==> src/rtl/floor_gen.sv <==
`default_nettype none
// ============================================================================
// Module   : floor_gen
// Brief    : Platform generator/scroller: eight platform slots scrolled on the
//            slime jump schedule, LFSR-placed spawns and a scroll score.
// Revision : 1.0 - initial release
// ============================================================================
module floor_gen #(
    parameter int         SPAWN_GAP = 60,
    parameter logic [9:0] LFSR_SEED = 10'h2A5
) (
    input  logic        clk,
    input  logic        rst,
    input  logic        clk_vga,
    input  logic        hit_ceiling,
    input  logic [8:0]  time_gap,
    output logic [9:0]  floor_pos_x0,
    output logic [9:0]  floor_pos_x1,
    output logic [9:0]  floor_pos_x2,
    output logic [9:0]  floor_pos_x3,
    output logic [9:0]  floor_pos_x4,
    output logic [9:0]  floor_pos_x5,
    output logic [9:0]  floor_pos_x6,
    output logic [9:0]  floor_pos_x7,
    output logic [9:0]  floor_pos_y0,
    output logic [9:0]  floor_pos_y1,
    output logic [9:0]  floor_pos_y2,
    output logic [9:0]  floor_pos_y3,
    output logic [9:0]  floor_pos_y4,
    output logic [9:0]  floor_pos_y5,
    output logic [9:0]  floor_pos_y6,
    output logic [9:0]  floor_pos_y7,
    output logic [7:0]  enable,
    output logic [15:0] score
);

    localparam logic [6:0] c_spawn_gap = 7'(SPAWN_GAP);
    localparam logic [9:0] c_y_bottom  = 10'd479;
    localparam logic [9:0] c_rst_x [8] = '{10'd300, 10'd120, 10'd460, 10'd200,
                                           10'd540, 10'd40,  10'd360, 10'd0};
    localparam logic [9:0] c_rst_y [8] = '{10'd380, 10'd320, 10'd260, 10'd200,
                                           10'd140, 10'd80,  10'd20,  10'd0};

    logic [6:0]  r_spawn_cnt;
    logic [15:0] r_score;
    logic [9:0]  r_lfsr;

    logic        w_step;
    logic        w_spawn;
    logic [2:0]  w_target;
    logic [9:0]  w_spawn_x;
    logic [7:0]  w_en;
    logic [9:0]  w_x [8];
    logic [9:0]  w_y [8];

    // Scroll on the same thinning schedule the slime would have climbed on
    always_comb begin
        w_step = 1'b0;
        if (hit_ceiling) begin
            if (time_gap >= 9'd1 && time_gap <= 9'd79)
                w_step = 1'b1;
            else if (time_gap >= 9'd80 && time_gap <= 9'd159)
                w_step = ~time_gap[0];
            else if (time_gap >= 9'd160 && time_gap <= 9'd239)
                w_step = (time_gap[1:0] == 2'b00);
            else if (time_gap >= 9'd240 && time_gap <= 9'd319)
                w_step = (time_gap[2:0] == 3'b000);
        end
    end

    always_comb begin
        w_target = 3'd0;
        for (int i = 7; i >= 0; i--) begin
            if (!w_en[i])
                w_target = 3'(i);
        end
    end

    // Eligibility uses registered enables, so a slot retired this tick waits one tick
    assign w_spawn   = (r_spawn_cnt == c_spawn_gap) && (w_en != 8'hFF);
    assign w_spawn_x = {1'b0, r_lfsr[8:0]} + (r_lfsr[9] ? 10'd88 : 10'd0);

    for (genvar i = 0; i < 8; i++) begin : g_slot
        logic [9:0] r_x;
        logic [9:0] r_y;
        logic       r_en;
        logic       w_spawn_here;

        assign w_spawn_here = w_spawn && (w_target == 3'(i));

        always_ff @(posedge clk) begin
            if (rst) begin
                r_x  <= c_rst_x[i];
                r_y  <= c_rst_y[i];
                r_en <= (i != 7);
            end else if (clk_vga) begin
                if (w_spawn_here) begin
                    r_x  <= w_spawn_x;
                    r_y  <= 10'd0;
                    r_en <= 1'b1;
                end else if (w_step && r_en) begin
                    if (r_y == c_y_bottom)
                        r_en <= 1'b0;
                    else
                        r_y <= r_y + 10'd1;
                end
            end
        end

        assign w_x[i]  = r_x;
        assign w_y[i]  = r_y;
        assign w_en[i] = r_en;
    end

    always_ff @(posedge clk) begin
        if (rst) begin
            r_spawn_cnt <= 7'd20;
            r_score     <= 16'd0;
        end else if (clk_vga) begin
            if (w_spawn)
                r_spawn_cnt <= 7'd0;
            else if (w_step && r_spawn_cnt < c_spawn_gap)
                r_spawn_cnt <= r_spawn_cnt + 7'd1;
            if (w_step && r_score != 16'hFFFF)
                r_score <= r_score + 16'd1;
        end
    end

    // Free-running so spawn positions depend on player timing
    always_ff @(posedge clk) begin
        if (rst)
            r_lfsr <= LFSR_SEED;
        else
            r_lfsr <= {r_lfsr[8:0], r_lfsr[9] ^ r_lfsr[6]};
    end

    assign floor_pos_x0 = w_x[0];
    assign floor_pos_x1 = w_x[1];
    assign floor_pos_x2 = w_x[2];
    assign floor_pos_x3 = w_x[3];
    assign floor_pos_x4 = w_x[4];
    assign floor_pos_x5 = w_x[5];
    assign floor_pos_x6 = w_x[6];
    assign floor_pos_x7 = w_x[7];
    assign floor_pos_y0 = w_y[0];
    assign floor_pos_y1 = w_y[1];
    assign floor_pos_y2 = w_y[2];
    assign floor_pos_y3 = w_y[3];
    assign floor_pos_y4 = w_y[4];
    assign floor_pos_y5 = w_y[5];
    assign floor_pos_y6 = w_y[6];
    assign floor_pos_y7 = w_y[7];
    assign enable       = w_en;
    assign score        = r_score;

endmodule
`default_nettype wire

==> config.mk <==
export PLATFORM = sky130hd
export DESIGN_NAME = floor_gen
export DESIGN_NICKNAME = d
export VERILOG_FILES = /design/src/rtl/floor_gen.sv
export SDC_FILE = /design/constraint.sdc
export NUM_CORES = 1
export LEC_CHECK = 0
export ABC_AREA = 1
export BUFFER_PORTS_ARGS = -buffer_cell sky130_fd_sc_hd__buf_2
export CAP_MARGIN = 40
export CORE_UTILIZATION = 40
export CTS_CLUSTER_DIAMETER = 120
export DETAILED_ROUTE_END_ITERATION = 6
export HOLD_SLACK_MARGIN = 0.08
export PLACE_DENSITY = 0.63
export SLEW_MARGIN = 20
export SYNTH_ARGS = -nofsm -noshare
export SYNTH_HDL_FRONTEND = slang
export SYNTH_SLANG_ARGS = --single-unit
==> constraint.sdc <==
create_clock -name clk -period 4.1 [get_ports clk]
set_input_delay 0.82 -clock clk [delete_from_list [all_inputs] [get_ports clk]]
set_output_delay 0.82 -clock clk [all_outputs]
set_load 0.02 [all_outputs]
==> impl_results.md <==
- Status: complete, no violations
- Req. time, crit path: 4.50 ns
- Hold Buf Count CTS: 0
- Post-Layout Inst Area: 0.01173 sq mm
- Top cells by area, synth: dfxtp_1 41%, nand2_1 12%, nand3_1 6.2%
- RSZ-0062 raised after global routing: false
- Critical path class: reg2reg
- CTS clk-pin slew, worst paths: 0.06 ns
- Max IR drop VDD: 0.2688 mV
- Final setup viols: 0
- Final hold violation count: 0
- Detailed Place HPWL: 19580 um
- Ys Warns: 0
- Cts bufs inserted: 23
- Worst Tran Pin Value: 0.7490 ns
- Routed Antenna Nets: 0
- Drt via density: 5.055
- Initial core utilization: 41.32%
- Largest register FFs: 16
- H-tree lvl count: 1
- Total track usage: 22.08%
- Pwr per Cell Area: 382.0 mW/mm^2
- Setup crit end kind: register
- Ys async rst share: 0%
- Largest fanout on the critical path: 23
- Startpoint Class: register
- Pre-antenna DRT Iters: 5
- First-pass GRT wire length: 44550 um
- Die footprint: 0.02517 sq mm
- Avg WL per Cell: 15.02 um
- N_diodes: 0
- Most frequent cells in the layout: 301 x nand2_1, 201 x dfxtp_1, 196 x buf_2, 149 x inv_1, 121 x nand3_1
- GPL Wtd Cong: 0.8444
- Worst Path Arrival: 2.89 ns
- Clock Skew: 0.01524 ns
- Area Overhead vs Synth: 19.52%
- Setup WS post-layout: 1.608 ns
- Nets: 1557
- Post-Route WL: 27970 um
- MaxCap Viol Count: 0
- Final period util: 60.77%
- Synth cell types: 44
- CTS tree: built
- Root buffer cell: clkbuf_16
- Setup TNS: 0 ns
- Top cell type by total area after synthesis: dfxtp_1
- Vias in the first global route: 8639
- DRC: 0
- Syn Std Cell Area: 0.009814 sq mm
- Number of synthesized register bits: 201
- Syn Inst Count: 1355
- Die height: 158.6 um
- Die X: 158.6 um
- CTS resizes: 0
- Core box area: 0.02375 sq mm
- Final Critical Period: 2.492 ns
- Antenna violations before repair: 0
- Hold_ws: 0.4305 ns
- Commonest non-fill, non-tap cell in the layout: nand2_1
- Post-DP Area: 0.01092 sq mm
- Hold crit path type: reg2reg
- Layout cells sized above 1: 18.47%
- Place WS: 1.216 ns
- Syn Nets: 1383
- Peak Freq: 401.3 MHz
- Initial DRC count: 635
- Later-pin clock latency in the skew report: 0.53 ns
- Pins Over Slew Limit: 0
- Number of synthesized flops with an enable pin: 0
- Leakage Power: 0.005741 uW
- I/O Pins: 197
- Slew margin rel.: 49.88%
- Total number of vias: 9413
- Largest net degree at the start of global routing: 90
- CTS sink count: 201
- Port Buffer Count: 196
- Seq/Total Area, Yosys: 41.00%
- Main flop type after synthesis: dfxtp_1
- Post-CTS Setup Inserts: 0
- Synthesized area per cell: 7.243 sq um
- GRT overflow: 0
- Std cell rows: 56
- Clock buffer depth: 3
- Synth top area share: 41.00%
[report_power, final]
part	internal, uW	switching (uW)
logic	102	247
registers	1990	42.8
clock network	1270	835
[Yosys cell counts (2+ instances only)]
master,instances
o22ai_1,2
dfxtp_1,201
or2_2,7
buf_4,15
inv_1,150
nand2_1,301
nor2_4,4
nand3_2,3
o21ai_0,70
nand4_1,17
nand2_2,11
nor4_1,2
ha_1,14
nand3_1,121
nor2_2,2
a31oi_1,3
a211oi_1,2
nand3b_1,22
buf_2,6
a22oi_1,5
o21bai_1,3
xnor2_1,9
o21ai_1,12
buf_6,6
clkbuf_1,21
buf_1,4
nand4_4,4
inv_2,7
a21oi_1,119
nor2_1,120
nor2_8,2
o211ai_1,25
nor3_1,19
xor2_1,36
[critical path, stage by stage, from the launching register on]
cell and delay, ns:
dfxtp_1 0.57, nand2_2 0.14, nor2_4 0.21, o21ai_4 0.12, nor2_8 0.27, nand4_4 0.38, nand2_2 0.39, inv_1 0.14
nand2_1 0.08, nand3_1 0.07
[routing by layer]
layer | global-route usage [%] | part of all wire, %
met2 | 35.57 | 45
met1 | 28.94 | 46
met3 | 5.825 | 7.1
met5 | 0 | 0
met4 | 6.181 | 2.3
[stage by stage]
stage               instances  total power, uW  util [%]
floorplan                1355             2306         -
global placement         1821             2411     45.99
detailed placement       1821             2415     45.99
CTS                      1860             4517     49.22
global route             1862             4646     49.38
finish                   1862             4481     49.38
[kinds of logic after synthesis]
family	after synthesis	share of synthesized area, %
adders and majority gates	15	1.989
xor gates and xnor gates	45	4.016
and+or+nand+nor	638	29.95
AOI/OAI and AO/OA	245	13.76
DFF	201	41.00
buffers and inverters	211	9.294
[area by class of cell]
cell class / instances / area (sq um)
clock buffer: 34 / 676.9
clock inverter: 5 / 90.09
sequential: 201 / 4024
inverter: 158 / 595.6
tap: 319 / 399.1
fill: 2345 / 12020
timing repair buffer: 202 / 1062
multi-input combinational: 943 / 4882
[final timing paths]
kind | slack (ns) | startpoint | end | cells past startpoint
hold / removal | 0.43 | r_lfsr[3] | r_lfsr[4] | 2
setup reg to reg | 1.61 | g_slot[0].r_en | floor_pos_y4[7] | 9
setup / recovery | 1.61 | g_slot[0].r_en | floor_pos_y4[7] | 9
hold reg to reg | 0.43 | r_lfsr[3] | r_lfsr[4] | 2
Power figures use the tool's default switching activity.
